`config.mk`:
```
export PLATFORM = sky130hd
export DESIGN_NAME = fpu_div_seq
export DESIGN_NICKNAME = d
export VERILOG_FILES = /design/src/rtl/fpu_div_seq.sv
export SDC_FILE = /design/constraint.sdc
export NUM_CORES = 1
export LEC_CHECK = 0
export ABC_AREA = 1
export CAP_MARGIN = 5
export CORE_MARGIN = 4
export CORE_UTILIZATION = 45
export DETAILED_ROUTE_END_ITERATION = 6
export GPL_TIMING_DRIVEN = 0
export PLACE_DENSITY = 0.69
export SLEW_MARGIN = 30
export SYNTH_ARGS = -nofsm -noshare
export SYNTH_HDL_FRONTEND = slang
export SYNTH_SLANG_ARGS = --single-unit
```
`constraint.sdc`:
```
create_clock -name clk -period 3.17 [get_ports clk]
set_input_delay 0.634 -clock clk [delete_from_list [all_inputs] [get_ports clk]]
set_output_delay 0.634 -clock clk [all_outputs]
set_load 0.03 [all_outputs]
```
`src/rtl/fpu_div_seq.sv`:
```
// Sequential binary32 divider: special operands resolve in one cycle, normal
// operands go through a 27-step restoring divide followed by one normalise/round
// cycle. Results and RISC-V fflags are presented with a one-cycle done pulse.
module fpu_div_seq #(
  parameter int XLEN = 32
) (
  input  logic            clk,
  input  logic            rst_n,
  input  logic            start,
  input  logic [XLEN-1:0] a,
  input  logic [XLEN-1:0] b,
  output logic            busy,
  output logic            done,
  output logic [XLEN-1:0] result,
  output logic [4:0]      flags
);

  // state | meaning
  // IDLE  | waiting for start; special operands are resolved here
  // CALC  | one restoring-division quotient bit per cycle
  // NORM  | normalise, round, range-check and register the result
  typedef enum logic [1:0] {IDLE, CALC, NORM} state_t;

  state_t             state, state_nxt;
  logic [4:0]         cnt;
  logic [23:0]        rem;
  logic [23:0]        mb;
  logic [26:0]        q;
  logic signed [9:0]  exp_q;
  logic               sign;
  logic               dvd_lsb;

  logic a_zero, b_zero, a_inf, b_inf, a_nan, b_nan, a_snan, b_snan, special;
  logic [31:0] spec_res;
  logic [4:0]  spec_flags;

  // Operand classification; denormals are folded into zero.
  always_comb begin
    a_zero  = (a[30:23] == 8'h00);
    b_zero  = (b[30:23] == 8'h00);
    a_inf   = (a[30:23] == 8'hFF) && (a[22:0] == 23'h0);
    b_inf   = (b[30:23] == 8'hFF) && (b[22:0] == 23'h0);
    a_nan   = (a[30:23] == 8'hFF) && (a[22:0] != 23'h0);
    b_nan   = (b[30:23] == 8'hFF) && (b[22:0] != 23'h0);
    a_snan  = a_nan && !a[22];
    b_snan  = b_nan && !b[22];
    special = a_zero | b_zero | a_inf | b_inf | a_nan | b_nan;
  end

  // Result and flags for operands that bypass the divider.
  always_comb begin
    spec_res   = {a[31] ^ b[31], 31'h0};
    spec_flags = 5'b00000;
    if (a_nan || b_nan) begin
      spec_res   = 32'h7FC00000;
      spec_flags = (a_snan || b_snan) ? 5'b10000 : 5'b00000;
    end else if ((a_zero && b_zero) || (a_inf && b_inf)) begin
      spec_res   = 32'h7FC00000;
      spec_flags = 5'b10000;
    end else if (a_inf) begin
      spec_res   = {a[31] ^ b[31], 8'hFF, 23'h0};
    end else if (b_zero) begin
      spec_res   = {a[31] ^ b[31], 8'hFF, 23'h0};
      spec_flags = 5'b01000;
    end
  end

  logic [24:0] rem_sh;
  logic [23:0] rem_diff;
  logic        q_bit;

  // One restoring step: shift in the next dividend bit, subtract if it fits.
  // Only the first step shifts in a real bit (ma[0]); the rest are zeros.
  always_comb begin
    rem_sh   = {rem, (cnt == 5'd26) ? dvd_lsb : 1'b0};
    q_bit    = (rem_sh >= {1'b0, mb});
    rem_diff = rem_sh[23:0] - mb;
  end

  logic [22:0]       n_frac;
  logic              n_g, n_s, inc, nx;
  logic signed [9:0] n_exp, f_exp;
  logic [23:0]       r_frac;
  logic [31:0]       norm_res;
  logic [4:0]        norm_flags;

  // Normalise the quotient, round to nearest even and range-check.
  // The leading one is implicit, so a carry out of the fraction is the
  // 0xFFFFFF+1 mantissa overflow.
  always_comb begin
    if (q[26]) begin
      n_frac = q[25:3];
      n_g    = q[2];
      n_s    = (|q[1:0]) | (|rem);
      n_exp  = exp_q;
    end else begin
      n_frac = q[24:2];
      n_g    = q[1];
      n_s    = q[0] | (|rem);
      n_exp  = exp_q - 10'sd1;
    end
    inc    = n_g & (n_s | n_frac[0]);
    nx     = n_g | n_s;
    r_frac = {1'b0, n_frac} + {23'h0, inc};
    f_exp  = r_frac[23] ? (n_exp + 10'sd1) : n_exp;
    if (f_exp >= 10'sd255) begin
      norm_res   = {sign, 8'hFF, 23'h0};
      norm_flags = 5'b00101;
    end else if (f_exp <= 10'sd0) begin
      norm_res   = {sign, 31'h0};
      norm_flags = 5'b00011;
    end else begin
      norm_res   = {sign, f_exp[7:0], r_frac[22:0]};
      norm_flags = {4'b0000, nx};
    end
  end

  // State register.
  always_ff @(posedge clk or negedge rst_n) begin
    if (!rst_n) state <= IDLE;
    else        state <= state_nxt;
  end

  // Next-state logic and busy.
  always_comb begin
    state_nxt = state;
    busy      = (state != IDLE);
    case (state)
      IDLE:    if (start && !special) state_nxt = CALC;
      CALC:    if (cnt == 5'd0) state_nxt = NORM;
      NORM:    state_nxt = IDLE;
      default: state_nxt = IDLE;
    endcase
  end

  // Datapath registers: operand capture, divide steps and result write-back.
  always_ff @(posedge clk or negedge rst_n) begin
    if (!rst_n) begin
      cnt     <= 5'd0;
      rem     <= 24'h0;
      mb      <= 24'h0;
      q       <= 27'h0;
      exp_q   <= 10'sd0;
      sign    <= 1'b0;
      dvd_lsb <= 1'b0;
      done    <= 1'b0;
      result  <= '0;
      flags   <= 5'b00000;
    end else begin
      done <= 1'b0;
      case (state)
        IDLE: begin
          if (start) begin
            if (special) begin
              result <= spec_res;
              flags  <= spec_flags;
              done   <= 1'b1;
            end else begin
              rem     <= {2'b01, a[22:1]};
              dvd_lsb <= a[0];
              mb      <= {1'b1, b[22:0]};
              exp_q   <= $signed({2'b00, a[30:23]}) - $signed({2'b00, b[30:23]}) + 10'sd127;
              sign    <= a[31] ^ b[31];
              q       <= 27'h0;
              cnt     <= 5'd26;
            end
          end
        end
        CALC: begin
          rem <= q_bit ? rem_diff : rem_sh[23:0];
          q   <= {q[25:0], q_bit};
          cnt <= cnt - 5'd1;
        end
        NORM: begin
          result <= norm_res;
          flags  <= norm_flags;
          done   <= 1'b1;
        end
        default: ;
      endcase
    end
  end

endmodule

```
==> impl_metrics.toml <==
[critical_path]
critical_path.cell_chain = "nor4_4, o2111ai_4, nor4_4, a21oi_2, ha_2, nand3_4, nor2_4, buf_6, nand3_1, nand2_2, inv_1, nand2_1, nor2_1, nand2_2, nor2_4, nor2_8, buf_12, nand2_1, nand2_1, nand2_1, nand2_1"
reg2regPathDepth = 21
regToRegStartpoint = "rem[1]"
cp.required_ns = 3.49
critical_path_class = "register to register"
crit_path_end_kind = "register"
crit_end = "result[25]"
crit_top_cell = "nand2_1"
arrival_ns = 3.47
path_max_fanout = 6
r2r_end = "result[25]"
crit_start = "rem[1]"
max_stage_delay_ns = 0.44
cp-start-kind = "register"
reg2reg_setup_slack_ns = 0.02
cp_slowest_cell = "dfrtp_2"

[timing]
finalSetupViolations = 0
worst_slack_ns = 0.01993
hold_viol = 0
slew_headroom_pct = 54.62
tns_ns = 0
finalClockSkew_ns = 0.005585
rsz0062_at_grt = "yes"
period_share_pct = 99.37
drv_slew = 0
fin_crit_ns = 3.150
fmax_ghz = 0.3175
tightest_slew_ns = 0.6755
whs_ns = 0.1011

[synthesis]
synthesis.nets = 1497
synth_area_um2 = 9582
synthXorXnorAreaFrac_pct = 4.270
synth-simple-area-share_pct = 31.05
yosysUniqueCellTypes = 50
synth-main-ff-cell = "dfrtp_1"
synth-edff-count = 0
ys_ff_latch = 132
synthMuxAreaShare_pct = 0
synth_compound_area_share_pct = 14.63
syn_inst = 1388
avgSynthCellArea_um2 = 6.903
yosys_warnings = 0
async_flop_share_pct = 100.0
ys_seq_area_share_pct = 34.47
synth_fa_ha_area_share_pct = 5.641
synth_top_family_by_area = "simple AND/OR/NAND/NOR gates"

[power]
p_seq_share_pct = 21.9
internal-power_uw = 6996
p_leak_uw = 0.005636
p_clk_share_pct = 16.2
p_sw_uw = 6514
irDropWorstVdd_uv = 600.6
combPwrFrac_pct = 61.9
power.density_nw_per_um2 = 1105
swShare_pct = 48.22
p_total_uw = 13510

[grt]
track_usage_pct = 23.65
grt_overflow = 0
grt_pass1_wl_um = 46020
grt_pass1_vias = 9186
antenna_found_initial = 0
grt_start_max_net_pins = 88

[place]
dp_slack_ns = -1.142
port_buffers = 105
hpwl_um = 21800
place_congestion = 0.9255

[clock_network]
cts_hold_buf = 0
clock_latency_ns = 0.43
cts_num_sinks = 132
clkTransAtPathRegs_ns = 0.06
cts_root_buf = "clkbuf_16"
htreeDepth = 4
numCtsBuffers = 17
cts_tree = "done"
cts_buffer_depth = 2

[detailed_routing]
met2_length_um = 13480
vias_per_cell = 5.291
wl_met1_um = 12720
drc_errors = 0
routed_wl_um = 28370
ant_nets = 0
drt-initial-drc-count = 703
wl_per_cell_um = 15.63
routed-wl-met3_um = 1356
drtPass1Iterations = 5
vias = 9604
top_layer_used = "met4"

[run_status]
status = "finished, final reports clean"

[die]
io_pins = 106
fp.dieW_um = 153.9
die_area_um2 = 23690
die_y_um = 153.9
core.rowCount = 53
coreArea_um2 = 20960
floorplan.initialDensity_pct = 45.72

[worst_hold_path]
min_path_type = "input pin to async pin"

[finish]
num_antenna_cells = 0
nets = 1637
areaGrowthSynthToFinish_pct = 27.62
nFillCells = 1983
postLayoutCoreUtil_pct = 58.35
drive_gt1_share_pct = 11.62

[flow_run]
maxCapViolations = 0
## sequential cells by signal, indices dropped and copies added, names as in the netlist
name,flops
mb,24
exp_q,10
result,32
sign,1
rem,24
flags,5
cnt,5
state,2
dvd_lsb,1
done,1
q,27
## layout make-up
| type | count | area, um^2 | area share [%] |
|---|---|---|---|
| Inverter | 181 | 684.4 | 5.597 |
| Timing Repair Buffer | 123 | 1241 | 10.15 |
| Sequential cell | 132 | 3308 | 27.05 |
| Buffer | 46 | 282.8 | 2.312 |
| Clock buffer | 19 | 432.9 | 3.540 |
| Multi-Input combinational cell | 1027 | 5731 | 46.86 |
| Clock inverter | 12 | 203.9 | 1.668 |
| Tap cell | 275 | 344.1 | 2.814 |
## power groups by stage
stage,Sequential (uW),Clock [uW],Combinational (uW)
5_1_grt,3040,2270,9370
3_5_place_dp,2940,0,7690
4_1_cts,2940,2200,7890
6_report,2960,2180,8360
2_1_floorplan,3190,0,5370
3_3_place_gp,2920,0,7620
## cell families after synthesis
| kind of cell | Yosys count |
|---|---|
| compound gates | 255 |
| fa+ha+maj | 42 |
| simple gates | 685 |
| flops | 132 |
| xor+xnor | 45 |
| buf+inv | 229 |
## placed cells by master (no fill, tap or decap), drive strengths merged
master and instances:
o2111ai 1, a21oi 74, and3 2, nor2 127, xor2 30, nand3 98, xnor2 15, a21o 5
o211ai 11, o22ai 34, o21ai 117, nor4 18, dfrtp 132, o21bai 4, nand3b 4, buf 42
nand2 397, a211oi 1, a21boi 2, o22a 1, clkdlybuf4s50 104, clkinv 8, o31ai 3, or2 7
clkbuf 42, ha 40, nor3 15, bufinv 5, inv 180, fa 2, nand4 16, a31oi 2
or3 1
## metal layers
layer  track usage (%)  vias to the layer above
li1                  -                     4812
met1             31.30                     4497
met2             39.80                      246
met3             3.406                       49
met4             8.158                        0
met5                 0                        -
## repair_timing
item,4_1_cts,5_1_grt
setup buffers,6,9
pin swaps,12,16
setup endpoints to repair,129,124
cloned,0,2
resized for setup,44,74
## worst min path at each step
| stage | start | endpoint | slack, ns | cells after the start |
|---|---|---|---|---|
| 6_report | rst_n | result[4] | 0.10 | 1 |
| 5_1_grt | rst_n | result[4] | 0.12 | 1 |
| 4_1_cts | rst_n | result[4] | 0.11 | 1 |
| 3_5_place_dp | mb[23] | mb[23] | 0.47 | 2 |
| 3_3_place_gp | mb[23] | mb[23] | 0.47 | 2 |
| 2_1_floorplan | rst_n | cnt[0] | 0.34 | 0 |
## through the flow
stage / instance area [um^2] / std cells
CTS: 11900 / 1805
floorplan: 9582 / 1388
finish: 12230 / 1815
global placement: 10980 / 1768
global route: 12230 / 1815
detailed placement: 11010 / 1769
## critical path: cells and delay by family, from the launching register on
family	cells	cell delay, ns
AND/OR/NAND/NOR	15	1.77
flip-flops	1	0.44
buffers and inverters	3	0.34
AO/OA/AOI/OAI	2	0.27
adder cells (fa/ha/maj)	1	0.22
## cell usage after synthesis (2+ instances only)
cell type	instances	area share [%]
buf_4	2	0.16
o21ai_2	2	0.18
buf_2	10	0.52
nand2_1	390	15
nor2_2	4	0.26
nor4_1	18	1.2
nand2_2	7	0.46
buf_1	5	0.20
nand3b_1	4	0.31
nand4_1	15	0.98
inv_2	6	0.24
nor3_1	14	0.73
or2_2	6	0.39
inv_1	172	6.7
a31oi_1	2	0.13
o211ai_1	11	0.86
xnor2_1	14	1.3
nand3_1	95	5.0
xor2_1	29	2.7
clkinv_1	2	0.078
dfrtp_1	132	34
clkbuf_1	22	0.86
buf_6	9	1.1
o22ai_1	34	2.2
ha_1	40	5.2
a21o_1	5	0.39
nor2_1	114	4.5
o21ai_0	87	4.5
nand3_2	2	0.21
o21bai_1	4	0.31
o21ai_1	28	1.5
fa_1	2	0.42
a21oi_1	74	3.9
o31ai_1	3	0.24
nor2_4	8	0.94
and3_1	2	0.13
No activity file was read; power rests on OpenSTA's default activity.
